File: config.mk
export PLATFORM = sky130hd
export DESIGN_NAME = flash_page_reader_flat
export DESIGN_NICKNAME = d
export VERILOG_FILES = /design/src/rtl/flash_page_reader_if.sv /design/src/rtl/flash_page_reader.sv /design/src/flat_wrapper.sv
export SDC_FILE = /design/constraint.sdc
export NUM_CORES = 1
export LEC_CHECK = 0
export ABC_AREA = 1
export BUFFER_PORTS_ARGS = -buffer_cell sky130_fd_sc_hd__buf_4
export CORE_UTILIZATION = 60
export DETAILED_ROUTE_END_ITERATION = 12
export PLACE_DENSITY_LB_ADDON = 0.25
export SYNTH_ARGS = -nofsm -noshare
export SYNTH_HDL_FRONTEND = slang
export SYNTH_SLANG_ARGS = --single-unit
File: constraint.sdc
create_clock -name clk -period 3.1 [get_ports clk]
set_clock_uncertainty 0.15 [all_clocks]
set_input_delay 0.465 -clock clk [delete_from_list [all_inputs] [get_ports clk]]
set_output_delay 0.465 -clock clk [all_outputs]
set_load 0.01 [all_outputs]
File: src/rtl/flash_page_reader_if.sv
// SPI mode-0 bus between the page reader (master) and a serial flash.
// Signal names match the flash pins.
interface flash_page_reader_if;
  logic flashClk;
  logic flashMosi;
  logic flashCs;
  logic flashMiso;

  modport master (
    output flashClk,
    output flashMosi,
    output flashCs,
    input  flashMiso
  );

  modport slave (
    input  flashClk,
    input  flashMosi,
    input  flashCs,
    output flashMiso
  );
endinterface

File: src/rtl/flash_page_reader.sv
// Reads one flash page over SPI into a shadow buffer, then swaps it
// into the display buffer; buttons step the page address up or down.
module flash_page_reader #(
  parameter int          PAGE_BYTES      = 32,
  parameter int          CLK_DIV         = 1,
  parameter bit          FAST_READ       = 1'b0,
  parameter logic [23:0] START_ADDR      = 24'h000000,
  parameter int          DEBOUNCE_CYCLES = 270000,
  localparam int         AW = $clog2(PAGE_BYTES)
) (
  input  logic                clk,
  input  logic                resetn,
  input  logic                btn_next,
  input  logic                btn_prev,
  flash_page_reader_if.master spi,
  input  logic [AW-1:0]       charAddress,
  output logic [7:0]          charOutput,
  output logic [23:0]         pageAddr,
  output logic                busy,
  output logic                pageValid
);

  localparam int HDR = 32 + (FAST_READ ? 8 : 0);
  localparam int NR  = HDR + 8 * PAGE_BYTES;
  localparam int CW  = $clog2(NR + 1);
  localparam int DW  = $clog2(2 * CLK_DIV + 1);
  localparam int DBW = $clog2(DEBOUNCE_CYCLES + 1);
  localparam logic [7:0] CMD_B = FAST_READ ? 8'h0B : 8'h03;
  localparam logic [23:0] STEP = 24'(PAGE_BYTES);

  typedef enum logic [2:0] {
    IDLE, CMD, ADDR, DUMMY, READ, SWAP, GAP
  } st_t;

  st_t              st_q;
  logic             cs_q, sck_q, sel_q;
  logic             pend_q, busy_q, pv_q;
  logic [31:0]      tx_q;
  logic [6:0]       rx_q;
  logic [CW-1:0]    cnt_q;
  logic [DW-1:0]    dcnt_q;
  logic [23:0]      tgt_q, cur_q, page_q;
  logic [7:0]       out_q;
  logic [7:0]       mem_q [2][PAGE_BYTES];

  logic [1:0]       s1_q, s2_q, lvl_q, fire_q;
  logic [DBW-1:0]   db_q [2];
  logic             ev_n, ev_p;
  logic             tick, wr_en;
  logic [CW-1:0]    doff;
  logic [AW-1:0]    widx;

  // index 0 = next, 1 = prev; buttons idle high
  always_ff @(posedge clk or negedge resetn) begin
    if (!resetn) begin
      s1_q   <= 2'b11;
      s2_q   <= 2'b11;
      lvl_q  <= 2'b11;
      fire_q <= 2'b00;
      db_q[0] <= '0;
      db_q[1] <= '0;
    end else begin
      s1_q   <= {btn_prev, btn_next};
      s2_q   <= s1_q;
      fire_q <= 2'b00;
      for (int i = 0; i < 2; i++) begin
        if (s2_q[i] == lvl_q[i]) begin
          db_q[i] <= '0;
        end else if (db_q[i] == DBW'(DEBOUNCE_CYCLES - 1)) begin
          db_q[i]   <= '0;
          lvl_q[i]  <= s2_q[i];
          fire_q[i] <= lvl_q[i];
        end else begin
          db_q[i] <= db_q[i] + 1'b1;
        end
      end
    end
  end

  assign ev_n = fire_q[0] & ~fire_q[1];
  assign ev_p = fire_q[1] & ~fire_q[0];

  assign tick  = (dcnt_q == DW'(CLK_DIV - 1));
  assign doff  = cnt_q - CW'(HDR);
  assign widx  = AW'(doff >> 3);
  assign wr_en = (st_q == READ) && tick && !sck_q
              && (&cnt_q[2:0]);

  always_ff @(posedge clk) begin
    if (wr_en) mem_q[!sel_q][widx] <= {rx_q, spi.flashMiso};
  end

  always_ff @(posedge clk or negedge resetn) begin
    if (!resetn) begin
      st_q   <= IDLE;
      cs_q   <= 1'b1;
      sck_q  <= 1'b0;
      tx_q   <= '0;
      rx_q   <= '0;
      cnt_q  <= '0;
      dcnt_q <= '0;
      sel_q  <= 1'b0;
      pend_q <= 1'b1;
      tgt_q  <= START_ADDR;
      cur_q  <= START_ADDR;
      page_q <= START_ADDR;
      busy_q <= 1'b0;
      pv_q   <= 1'b0;
      out_q  <= 8'h00;
    end else begin
      out_q <= pv_q ? mem_q[sel_q][charAddress] : 8'h00;
      unique case (st_q)
        IDLE: begin
          if (pend_q) begin
            st_q   <= CMD;
            cs_q   <= 1'b0;
            busy_q <= 1'b1;
            pend_q <= 1'b0;
            cur_q  <= tgt_q;
            tx_q   <= {CMD_B, tgt_q};
            cnt_q  <= '0;
            dcnt_q <= '0;
          end
        end
        CMD, ADDR, DUMMY, READ: begin
          if (!tick) begin
            dcnt_q <= dcnt_q + 1'b1;
          end else begin
            dcnt_q <= '0;
            sck_q  <= ~sck_q;
            if (!sck_q) begin
              cnt_q <= cnt_q + 1'b1;
              rx_q  <= {rx_q[5:0], spi.flashMiso};
            end else begin
              tx_q <= tx_q << 1;
              unique case (1'b1)
                cnt_q == CW'(8):  st_q <= ADDR;
                cnt_q == CW'(32): st_q <= FAST_READ ? DUMMY : READ;
                FAST_READ && cnt_q == CW'(40): st_q <= READ;
                cnt_q == CW'(NR): begin
                  st_q <= SWAP;
                  cs_q <= 1'b1;
                end
                default: ;
              endcase
            end
          end
        end
        SWAP: begin
          sel_q  <= ~sel_q;
          pv_q   <= 1'b1;
          page_q <= cur_q;
          dcnt_q <= '0;
          st_q   <= GAP;
        end
        GAP: begin
          if (dcnt_q == DW'(2 * CLK_DIV - 1)) begin
            dcnt_q <= '0;
            busy_q <= 1'b0;
            st_q   <= IDLE;
          end else begin
            dcnt_q <= dcnt_q + 1'b1;
          end
        end
        default: st_q <= IDLE;
      endcase
      // a newer event replaces any request not yet started
      if (ev_n || ev_p) begin
        pend_q <= 1'b1;
        tgt_q  <= ev_n ? cur_q + STEP : cur_q - STEP;
      end
    end
  end

  assign spi.flashClk  = sck_q;
  assign spi.flashCs   = cs_q;
  assign spi.flashMosi = tx_q[31];
  assign charOutput    = out_q;
  assign pageAddr      = page_q;
  assign busy          = busy_q;
  assign pageValid     = pv_q;

endmodule

File: src/flat_wrapper.sv
// flat-port wrapper written by rule: the top's interface ports become plain ports
module flash_page_reader_flat 
#(
  parameter int          PAGE_BYTES      = 32,
  parameter int          CLK_DIV         = 1,
  parameter bit          FAST_READ       = 1'b0,
  parameter logic [23:0] START_ADDR      = 24'h000000,
  parameter int          DEBOUNCE_CYCLES = 270000,
  localparam int         AW = $clog2(PAGE_BYTES)
)
  (clk, resetn, btn_next, btn_prev, charAddress, charOutput, pageAddr, busy, pageValid, spi_flashClk, spi_flashMosi, spi_flashCs, spi_flashMiso);
  flash_page_reader_if spi_i ();
  input  logic clk;
  input  logic resetn;
  input  logic btn_next;
  input  logic btn_prev;
  input  logic [AW-1:0] charAddress;
  output logic [7:0] charOutput;
  output logic [23:0] pageAddr;
  output logic busy;
  output logic pageValid;
  output wire logic [$bits(spi_i.flashClk)-1:0] spi_flashClk;
  output wire logic [$bits(spi_i.flashMosi)-1:0] spi_flashMosi;
  output wire logic [$bits(spi_i.flashCs)-1:0] spi_flashCs;
  input wire logic [$bits(spi_i.flashMiso)-1:0] spi_flashMiso;
  assign spi_flashClk = spi_i.flashClk;
  assign spi_flashMosi = spi_i.flashMosi;
  assign spi_flashCs = spi_i.flashCs;
  assign spi_i.flashMiso = spi_flashMiso;
  flash_page_reader #(.PAGE_BYTES(PAGE_BYTES), .CLK_DIV(CLK_DIV), .FAST_READ(FAST_READ), .START_ADDR(START_ADDR), .DEBOUNCE_CYCLES(DEBOUNCE_CYCLES)) u_core (.clk(clk), .resetn(resetn), .btn_next(btn_next), .btn_prev(btn_prev), .spi(spi_i), .charAddress(charAddress), .charOutput(charOutput), .pageAddr(pageAddr), .busy(busy), .pageValid(pageValid));
endmodule
==> flow_summary.yaml <==
critical_path:
  critPathCaptureType: "flop"
  timing.critical_path.buf_inv: 4
  crit_required_ns: 3.25
  crit_fanout: 10
  slowest_stage: "dfrtp_1"
  cp-start-kind: "flop"
  cp_cell_sequence: "inv_1 -> ha_1 -> inv_1 -> nor2_4 -> nand2_1 -> nor2_4 -> nand3_2 -> buf_4 -> nor3_1 -> buf_4"
  path_class: "flop to flop"
  max_stage_delay_ns: 0.39
  critPathArrivalTime_ns: 3.04
  crit_family: "simple AND/OR/NAND/NOR gates"
drt:
  dr.pass1.iters: 5
  wl_per_cell_um: 19.3
  drtAntennaViolNets: 0
  drt-total-wl_um: 69900
  drt_iter0_markers: 2253
  drc: 0
  via_per_inst: 5.81
  vias: 21000
clock_network:
  cts-root-buf: "clkbuf_16"
  cts-htree-levels: 3
  insertion_delay_ns: 0.61
  tritoncts: "yes"
  cts.sinks: 697
  clk_pin_slew_ns: 0.06
  cts_buffers: 71
  clockBufferDepth: 3
placed_design:
  gp_congestion: 0.897
  dpl.hpwl_um: 41400
  portBuffers: 46
sta:
  fmax_mhz: 346
  hold_viol: 0
  whs_ns: 0.129
  period_minus_slack_ns: 2.89
  fin_tns_setup_ns: 0
  max_slew_margin_pct: 39.2
  drv_slew: 0
  tightestPinTransition_ns: 0.913
  rsz0062_at_grt: "no"
  fin_crit_sh_pct: 93.2
  finalSetupViolCount: 0
synth:
  netlist_area_um2: 30000
  synth_simple_gate_area_share_pct: 22.5
  synthMuxAreaShare_pct: 0.600
  ys_seq_elements: 697
  synth.distinct_cells: 51
  syn-instance-count: 2807
  synth-edff-count: 512
  synthArstFlopShare_pct: 26.5
  synth_xor_area_share_pct: 0.846
  synth_top_family_by_area: "simple AND/OR/NAND/NOR gates"
  yosysSeqAreaShare_pct: 66.7
  avgSynthCellArea_um2: 10.7
  synth_adder_area_share_pct: 1.23
  syn_nets: 2846
  ys.flop_type: "edfxtp_1"
  synth_compound_area_share_pct: 3.56
  ys.warnings.count: 0
floorplan:
  rows: 81
  initial_core_util_pct: 61.1
  die-area_um2: 50900
  core_region_area_um2: 49200
  die_y_um: 226
  die_w_um: 226
  pin_count: 47
pwr:
  power.density_nw_per_um2: 556
  p_leak_nw: 13.0
  p_seq_share_pct: 53.2
  p_int_mw: 14.9
  clock_power_share_pct: 44.5
  combinationalPowerShare_pct: 2.3
  peakVddDrop_uv: 496
  p_sw_mw: 3.81
  switching_share_pct: 20.3
global_routing:
  antenna_found_initial: 1
  first_global_vias: 20600
  grt_util_all_layers_pct: 28.3
  grt_pass1_wl_um: 111000
  gr-total-overflow: 0
  grt_max_degree: 143
final_layout:
  seq_area_um2: 20000
  areaGrowthSynthToFinish_pct: 12.3
  nFillCells: 3603
  final_cell_mix: "nand2_1 (849), edfxtp_1 (512), nand3_1 (487), dfrtp_1 (169), buf_4 (144)"
  final_common_cell: "nand2_1"
  nets: 2933
  layout-drive-gt1-share_pct: 10.8
  multi_input_area_um2: 8640
run_status:
  status: "finished, final reports clean"
flow_run:
  cap_violations: 0
hold_path:
  hp-class: "primary input to flop"
[worst register-to-register path: stages (launching register included)]
cell,delay [ns]
dfrtp_1,0.39
inv_1,0.11
ha_1,0.27
inv_1,0.11
nor2_4,0.17
nand2_1,0.12
nor2_4,0.16
nand3_2,0.37
buf_4,0.34
nor3_1,0.17
buf_4,0.21
[metrics by stage]
stage               util, %  instances  instance area, um^2  power, mW  worst slack [ns]
floorplan                 -       2807                30000       10.4             0.337
global placement       63.8       3474                31400       10.6             0.197
detailed placement     63.8       3474                31400       10.6             0.189
CTS                    68.5       3606                33700       18.9             0.171
global route           68.6       3615                33700       19.2           0.00956
finish                 68.6       3615                33700       18.7             0.211
[timing repair]
item / in CTS / in global routing
hold buffers: 3 / 0
gates resized for setup: 0 / 1
setup endpoints to repair: 0 / 3
setup buffers: 0 / 8
hold endpoints to repair: 58 / 0
[registers in the layout, indices dropped and copies added (netlist names), 2 cells and up]
register / flops
u_core.pageAddr: 24
u_core.s2_q: 2
u_core.st_q: 3
u_core.dcnt_q: 2
u_core.rx_q: 7
u_core.lvl_q: 2
u_core.db_q: 38
u_core.fire_q: 2
u_core.tgt_q: 24
u_core.s1_q: 2
u_core.tx_q: 32
u_core.cur_q: 24
u_core.charOutput: 8
u_core.cnt_q: 9
u_core.mem_q: 512
[power groups by stage]
stage / Sequential (mW) / Combinational [mW] / Clock [mW]
after detailed placement: 10.2 / 0.417 / 0
after global routing: 9.96 / 0.465 / 8.81
after floorplan: 10.2 / 0.220 / 0
after global placement: 10.2 / 0.410 / 0
after CTS: 9.97 / 0.423 / 8.47
final: 9.97 / 0.425 / 8.34
[kinds of logic after synthesis]
family | Yosys count
AND/OR/NAND/NOR | 1552
XOR/XNOR | 29
AO/OA/AOI/OAI | 191
adder cells (fa/ha/maj) | 29
flip-flops | 697
buffers and inverters | 293
multiplexers | 16
[synthesized netlist by cell type (all sizes together) (3+ instances only)]
cell type / instances / area (um^2)
mux2: 16 / 180
a21o: 3 / 22.5
nand3: 493 / 2500
clkbuf: 42 / 159
o211ai: 26 / 195
inv: 143 / 542
o21ai: 97 / 485
dfrtp: 177 / 4430
nor4: 8 / 50.1
dfstp: 8 / 210
o22ai: 8 / 50.1
or2: 5 / 31.3
nand4: 16 / 100
ha: 28 / 350
a21oi: 44 / 220
xnor2: 10 / 87.6
clkinv: 3 / 11.3
nor3: 84 / 437
nor3b: 4 / 30.0
nor2: 84 / 340
xor2: 19 / 166
nand2: 857 / 3260
edfxtp: 512 / 15400
buf: 105 / 667
[metal layers]
layer  global-route usage [%]  wire length (um)
met1                     38.2             28500
met2                     46.4             34300
met3                     4.72              4790
met4                     10.3              2260
met5                        0                 0
[area by class of cell]
cell class              count  area share [%]
inverters                 146            1.67
repair buffers            161            4.11
clock inverters            36           0.920
clock buffers              93            5.80
flip-flops and latches    697            59.4
well taps                 664            2.46
multi-input cells        1817            25.6
diodes                      1         0.00742
[path summary, 6_finish.rpt]
kind	cells after the start	slack [ns]	start	end
max in group asynchronous	3	1.71	resetn	u_core.s1_q[1]
worst min register to register	0	0.21	u_core.s1_q[0]	u_core.s2_q[0]
worst min-delay path	3	0.13	charAddress[4]	u_core.charOutput[7]
min in group asynchronous	2	0.26	resetn	u_core.cur_q[20]
worst max register to register	10	0.21	u_core.dcnt_q[0]	u_core.mem_q[1][205]
worst max-delay path	10	0.21	u_core.dcnt_q[0]	u_core.mem_q[1][205]
Note: power is estimated with default switching activity, not from simulation.
